### src/rtl/lsu_mem_stage.sv
// Memory-access stage: runs one request/grant/response transaction with data
// memory per accepted instruction, then aligns/extends load data for writeback.
module lsu_mem_stage #(
    parameter int ADDR_WIDTH = 32
) (
    input  logic                  clk,
    input  logic                  rst_n,
    input  logic                  in_valid,
    output logic                  in_ready,
    input  logic [5:0]            in_alucode,
    input  logic [31:0]           in_result,
    input  logic [31:0]           in_store_data,
    input  logic [4:0]            in_rd,
    output logic                  out_valid,
    input  logic                  out_ready,
    output logic [31:0]           out_data,
    output logic [4:0]            out_rd,
    output logic                  out_misalign,
    output logic                  mem_req,
    output logic                  mem_we,
    output logic [ADDR_WIDTH-1:0] mem_addr,
    output logic [3:0]            mem_wstrb,
    output logic [31:0]           mem_wdata,
    input  logic                  mem_gnt,
    input  logic                  mem_rvalid,
    input  logic [31:0]           mem_rdata
);

    localparam logic [5:0] ALU_LB  = 6'd20;
    localparam logic [5:0] ALU_LH  = 6'd21;
    localparam logic [5:0] ALU_LW  = 6'd22;
    localparam logic [5:0] ALU_LBU = 6'd23;
    localparam logic [5:0] ALU_LHU = 6'd24;
    localparam logic [5:0] ALU_SB  = 6'd25;
    localparam logic [5:0] ALU_SH  = 6'd26;
    localparam logic [5:0] ALU_SW  = 6'd27;

    typedef enum logic [1:0] {IDLE, REQ, WAIT, RESP} state_t;

    state_t     state, state_nxt;
    logic [5:0] op_q;
    logic [1:0] off_q;
    logic       accept;
    logic       acc_mem;
    logic       acc_mis;

    function automatic logic is_load(input logic [5:0] op);
        return (op == ALU_LB) || (op == ALU_LH) || (op == ALU_LW) ||
               (op == ALU_LBU) || (op == ALU_LHU);
    endfunction

    function automatic logic is_store(input logic [5:0] op);
        return (op == ALU_SB) || (op == ALU_SH) || (op == ALU_SW);
    endfunction

    function automatic logic is_misaligned(input logic [5:0] op, input logic [1:0] off);
        if (op == ALU_LH || op == ALU_LHU || op == ALU_SH)
            return off[0];
        else if (op == ALU_LW || op == ALU_SW)
            return off != 2'b00;
        else
            return 1'b0;
    endfunction

    function automatic logic [3:0] store_strb(input logic [5:0] op, input logic [1:0] off);
        case (op)
            ALU_SB:  return 4'b0001 << off;
            ALU_SH:  return off[1] ? 4'b1100 : 4'b0011;
            ALU_SW:  return 4'b1111;
            default: return 4'b0000;
        endcase
    endfunction

    function automatic logic [31:0] store_lanes(input logic [5:0] op, input logic [31:0] data);
        case (op)
            ALU_SB:  return {4{data[7:0]}};
            ALU_SH:  return {2{data[15:0]}};
            default: return data;
        endcase
    endfunction

    function automatic logic [31:0] load_align(input logic [5:0] op, input logic [1:0] off,
                                               input logic [31:0] rdata);
        logic [7:0]  b;
        logic [15:0] h;
        b = rdata[8*off +: 8];
        h = rdata[16*off[1] +: 16];
        case (op)
            ALU_LB:  return {{24{b[7]}}, b};
            ALU_LBU: return {24'd0, b};
            ALU_LH:  return {{16{h[15]}}, h};
            ALU_LHU: return {16'd0, h};
            default: return rdata;
        endcase
    endfunction

    assign in_ready  = (state == IDLE);
    assign out_valid = (state == RESP);
    assign mem_req   = (state == REQ);
    assign accept    = in_valid && in_ready;
    assign acc_mem   = is_load(in_alucode) || is_store(in_alucode);
    assign acc_mis   = acc_mem && is_misaligned(in_alucode, in_result[1:0]);

    always_ff @(posedge clk or negedge rst_n) begin
        if (!rst_n)
            state <= IDLE;
        else
            state <= state_nxt;
    end

    always_comb begin
        state_nxt = state;
        case (state)
            IDLE: if (accept) state_nxt = (acc_mem && !acc_mis) ? REQ : RESP;
            REQ:  if (mem_gnt) state_nxt = is_store(op_q) ? RESP : WAIT;
            WAIT: if (mem_rvalid) state_nxt = RESP;
            RESP: if (out_ready) state_nxt = IDLE;
            default: state_nxt = IDLE;
        endcase
    end

    // Captured request fields and the result register feeding writeback.
    always_ff @(posedge clk or negedge rst_n) begin
        if (!rst_n) begin
            op_q         <= '0;
            off_q        <= '0;
            out_rd       <= '0;
            out_data     <= '0;
            out_misalign <= 1'b0;
            mem_we       <= 1'b0;
            mem_addr     <= '0;
            mem_wstrb    <= '0;
            mem_wdata    <= '0;
        end else begin
            if (accept) begin
                op_q         <= in_alucode;
                off_q        <= in_result[1:0];
                out_rd       <= in_rd;
                out_misalign <= acc_mis;
                mem_addr     <= {in_result[ADDR_WIDTH-1:2], 2'b00};
                mem_we       <= is_store(in_alucode) && !acc_mis;
                mem_wstrb    <= acc_mis ? 4'b0000 : store_strb(in_alucode, in_result[1:0]);
                mem_wdata    <= store_lanes(in_alucode, in_store_data);
                if (!acc_mem || acc_mis)
                    out_data <= in_result;
            end
            if (state == REQ && mem_gnt && is_store(op_q))
                out_data <= '0;
            if (state == WAIT && mem_rvalid)
                out_data <= load_align(op_q, off_q, mem_rdata);
        end
    end

endmodule

### config.mk
export PLATFORM = sky130hd
export DESIGN_NAME = lsu_mem_stage
export DESIGN_NICKNAME = d
export VERILOG_FILES = /design/src/rtl/lsu_mem_stage.sv
export SDC_FILE = /design/constraint.sdc
export NUM_CORES = 1
export LEC_CHECK = 0
export ABC_CLOCK_PERIOD_IN_PS = 3500
export CORE_UTILIZATION = 48
export DETAILED_ROUTE_END_ITERATION = 10
export PLACE_DENSITY = 0.91
export SYNTH_ARGS = -nofsm -noshare
export SYNTH_HDL_FRONTEND = slang
export SYNTH_SLANG_ARGS = --single-unit
### constraint.sdc
create_clock -name clk -period 3.5 [get_ports clk]
set_input_delay 0.7 -clock clk [delete_from_list [all_inputs] [get_ports clk]]
set_output_delay 0.7 -clock clk [all_outputs]
set_load 0.005 [all_outputs]
==> results.ini <==
[outcome]
status = finished, violations left
failed_checks = design-rule violations

[die]
core.rowCount = 39
die_area_um2 = 12510
fp.dieH_um = 111.9
start_util_pct = 49.88
placeableCoreArea_um2 = 11610
die-width_um = 111.9
pin_count = 223

[worst_hold_path]
worstHoldPathType = primary input to async pin

[clock_tree]
postCtsSetupBuffers = 0
number_of_hold_buffers_added_after_cts = 0
cts_buffers = 17
tritoncts = yes
path_clk_slew_ns = 0.05
clkLatencyLatePin_ns = 0.41
cts-root-buf = clkbuf_16
tritoncts_num_sinks = 115
ctsHtreeMaxLevel = 4
cts_resized = 0
clock_tree.buffer_depth = 2

[logic_synthesis]
sequential_cell_area_fraction_in_the_yosys_report_pct = 49.68
synth.avg_cell_area_um2 = 10.93
synthesis.area_um2 = 5793
async_flop_share_pct = 100.0
post-synth-top-count-cell = dfrtp_1
synth-main-ff-cell = dfrtp_1
cell_count_after_synthesis = 530
synth_seq_cells = 115
yosysUniqueCellTypes = 63
synth_top_cell_by_area = dfrtp_1
synthTopCellsByArea = dfrtp_1, mux2_2, nand2_1
leading_post_synthesis_cells_by_instance_count = dfrtp_1, nand2_1, mux2_2
synth-edff-count = 0
yosysWarningCount = 0
yosys.area.top_type_share_pct = 49.68

[critical_path]
crit_type = primary input to register
cpLargestDelayFamily = simple AND/OR/NAND/NOR gates
critical_path_peak_fanout = 11
critical_path.n_buffers_inverters = 2
delay_of_the_slowest_cell_on_the_worst_path_ns = 0.56
critical_path.startpoint_type = primary input
critical_path_required_ns = 3.77
crit_path_cell_trace = clkdlybuf4s50_1 -> nor4bb_2 -> and3_1 -> nor2_2 -> buf_4 -> a221oi_1 -> o21ai_0
worst-endpoint-arrival_ns = 3.01
timing.critical_path.to_type = register
cp_slowest_cell = clkdlybuf4s50_1

[placement]
numPortBuffers = 220
place.gp.congestion = 0.8981
detailedPlacementHpwl_um = 13730
placedInstanceArea_um2 = 8099

[timing]
whs_ns = 0.3615
maxClockFrequency_mhz = 364.6
layout_min_cycle_time_ns = 2.742
rsz0062_at_grt = no
fin_setup_tns_ns = 0
final_max_slew_viol_count = 0
timing.max_slew.rel_slack_pct = 40.29
timing.clock.skew_ns = 0.005700
layout_worst_path_cycle_share_pct = 78.35
timing_worst_slew_pin_value_ns = 0.8957
report.final.setup_viol = 0
finalHoldViolations = 0

[detailed_routing]
detail_route.vias_per_cell = 6.008
wl_um = 18620
drc = 14
drtAntennaViolNets = 0
drt_pass1_iterations = 8
drtIter0Drc = 593
route.detailed.wl_per_inst_um = 20.73
detailroute.via_count = 5395

[cells_and_area]
fin_area_um2 = 8661
antennaDiodeCount = 0
layout-drive-gt1-share_pct = 15.50
layout-area-overhead-vs-synth_pct = 49.50
final_nets = 862

[power]
sw_frac_of_total_pct = 31.68
ir_worst_vdd_mv = 0.5195
switching_power_mw = 2.314
clockPowerShare_pct = 22.3
total_leakage_power_nw = 3.628
comb_power_share_pct = 44.1
internal_power_mw = 4.990
pwr-share-seq_pct = 33.6
power_per_cell_area_nw_per_um2 = 843.4

[global_routing]
initial_antenna_violation_count = 0
grtUsageTotal_pct = 30.36
global_route_total_overflow = 0
grt_first_pass_wirelength_um = 29210
grt_start_max_net_pins = 61
grt_pass1_vias = 5664

[flow_run]
maxCapViolations = 0

## metrics by stage
step | std cells | total power, mW | worst slack, ns | utilization, %
after floorplan | 531 | 3.853 | 1.241 | -
final | 898 | 7.304 | 0.7576 | 74.57
after detailed placement | 869 | 5.650 | 0.4072 | 69.74
after global routing | 898 | 7.664 | 0.6125 | 74.57
after CTS | 898 | 7.322 | 0.8144 | 74.57
after global placement | 869 | 5.459 | 0.5501 | 69.74
## routing by layer
metal / vias up / track usage (%) / part of all wire [%]
li1: 2396 / - / -
met1: 2605 / 36.13 / 39
met2: 333 / 50.56 / 49
met3: 61 / 8.329 / 7.8
met4: 0 / 15.41 / 3.9
met5: - / 0 / 0
## flip-flops by register name, summed over array words and instances, names as in the netlist
| register | cells |
|---|---|
| mem_addr | 30 |
| state | 2 |
| op_q | 6 |
| out_misalign | 1 |
| out_rd | 5 |
| out_data | 32 |
| mem_we | 1 |
| mem_wstrb | 4 |
| mem_wdata | 32 |
| off_q | 2 |
## power groups by stage
stage	Combinational, mW	Clock [mW]	Sequential [mW]
final	3.22	1.63	2.45
after global routing	3.44	1.70	2.52
after CTS	3.23	1.65	2.44
after detailed placement	3.20	0	2.45
after global placement	3.06	0	2.40
after floorplan	1.48	0	2.38
## cells by family (layout without fill, tap and decap cells)
| logic type | count (synthesis) | count (layout) | share of synthesized area [%] |
|---|---|---|---|
| AOI/OAI and AO/OA | 142 | 142 | 17.80 |
| and+or+nand+nor | 134 | 134 | 11.88 |
| DFF | 115 | 115 | 49.68 |
| muxes | 78 | 78 | 15.25 |
| buffers and inverters | 55 | 279 | 4.319 |
| adders and majority gates | 4 | 4 | 0.8640 |
| other | 1 | 2 | 0.06473 |
| xor gates and xnor gates | 1 | 1 | 0.1512 |
## cell usage in the layout (no fill, tap or decap), drive strengths merged, types with 14 or more instances in the layout
cell type	n
clkdlybuf4s50	219
dfrtp	115
nand2	69
mux2	60
o21ai	48
clkbuf	24
nor3	21
a41oi	18
mux2i	17
inv	17
buf	14
## path summary, 6_finish.rpt
kind	depth (start not counted)	slack, ns	startpoint	to
setup / recovery	7	0.76	in_alucode[3]	mem_wdata[31]$_DFFE_PN0P_
hold / removal	1	0.36	rst_n	mem_we$_DFFE_PN0P_
setup reg to reg	4	0.99	off_q[1]$_DFFE_PN0P_	out_data[24]$_DFFE_PN0P_
hold reg to reg	2	0.49	mem_wdata[23]$_DFFE_PN0P_	mem_wdata[23]$_DFFE_PN0P_
max in group asynchronous	2	2.34	rst_n	mem_addr[6]$_DFFE_PN0P_
min in group clk	2	0.49	mem_wdata[23]$_DFFE_PN0P_	mem_wdata[23]$_DFFE_PN0P_
## final cells by class
| cell class | count | area (um2) |
|---|---|---|
| Inverter | 17 | 63.81 |
| Fill cell | 758 | 2953 |
| Clock inverter | 5 | 50.05 |
| Tap cell | 143 | 178.9 |
| Timing Repair Buffer | 233 | 2297 |
| Clock buffer | 24 | 511.7 |
| Sequential cell | 115 | 2878 |
| Multi-Input combinational cell | 361 | 2681 |
No activity file was read; power rests on OpenSTA's default activity.
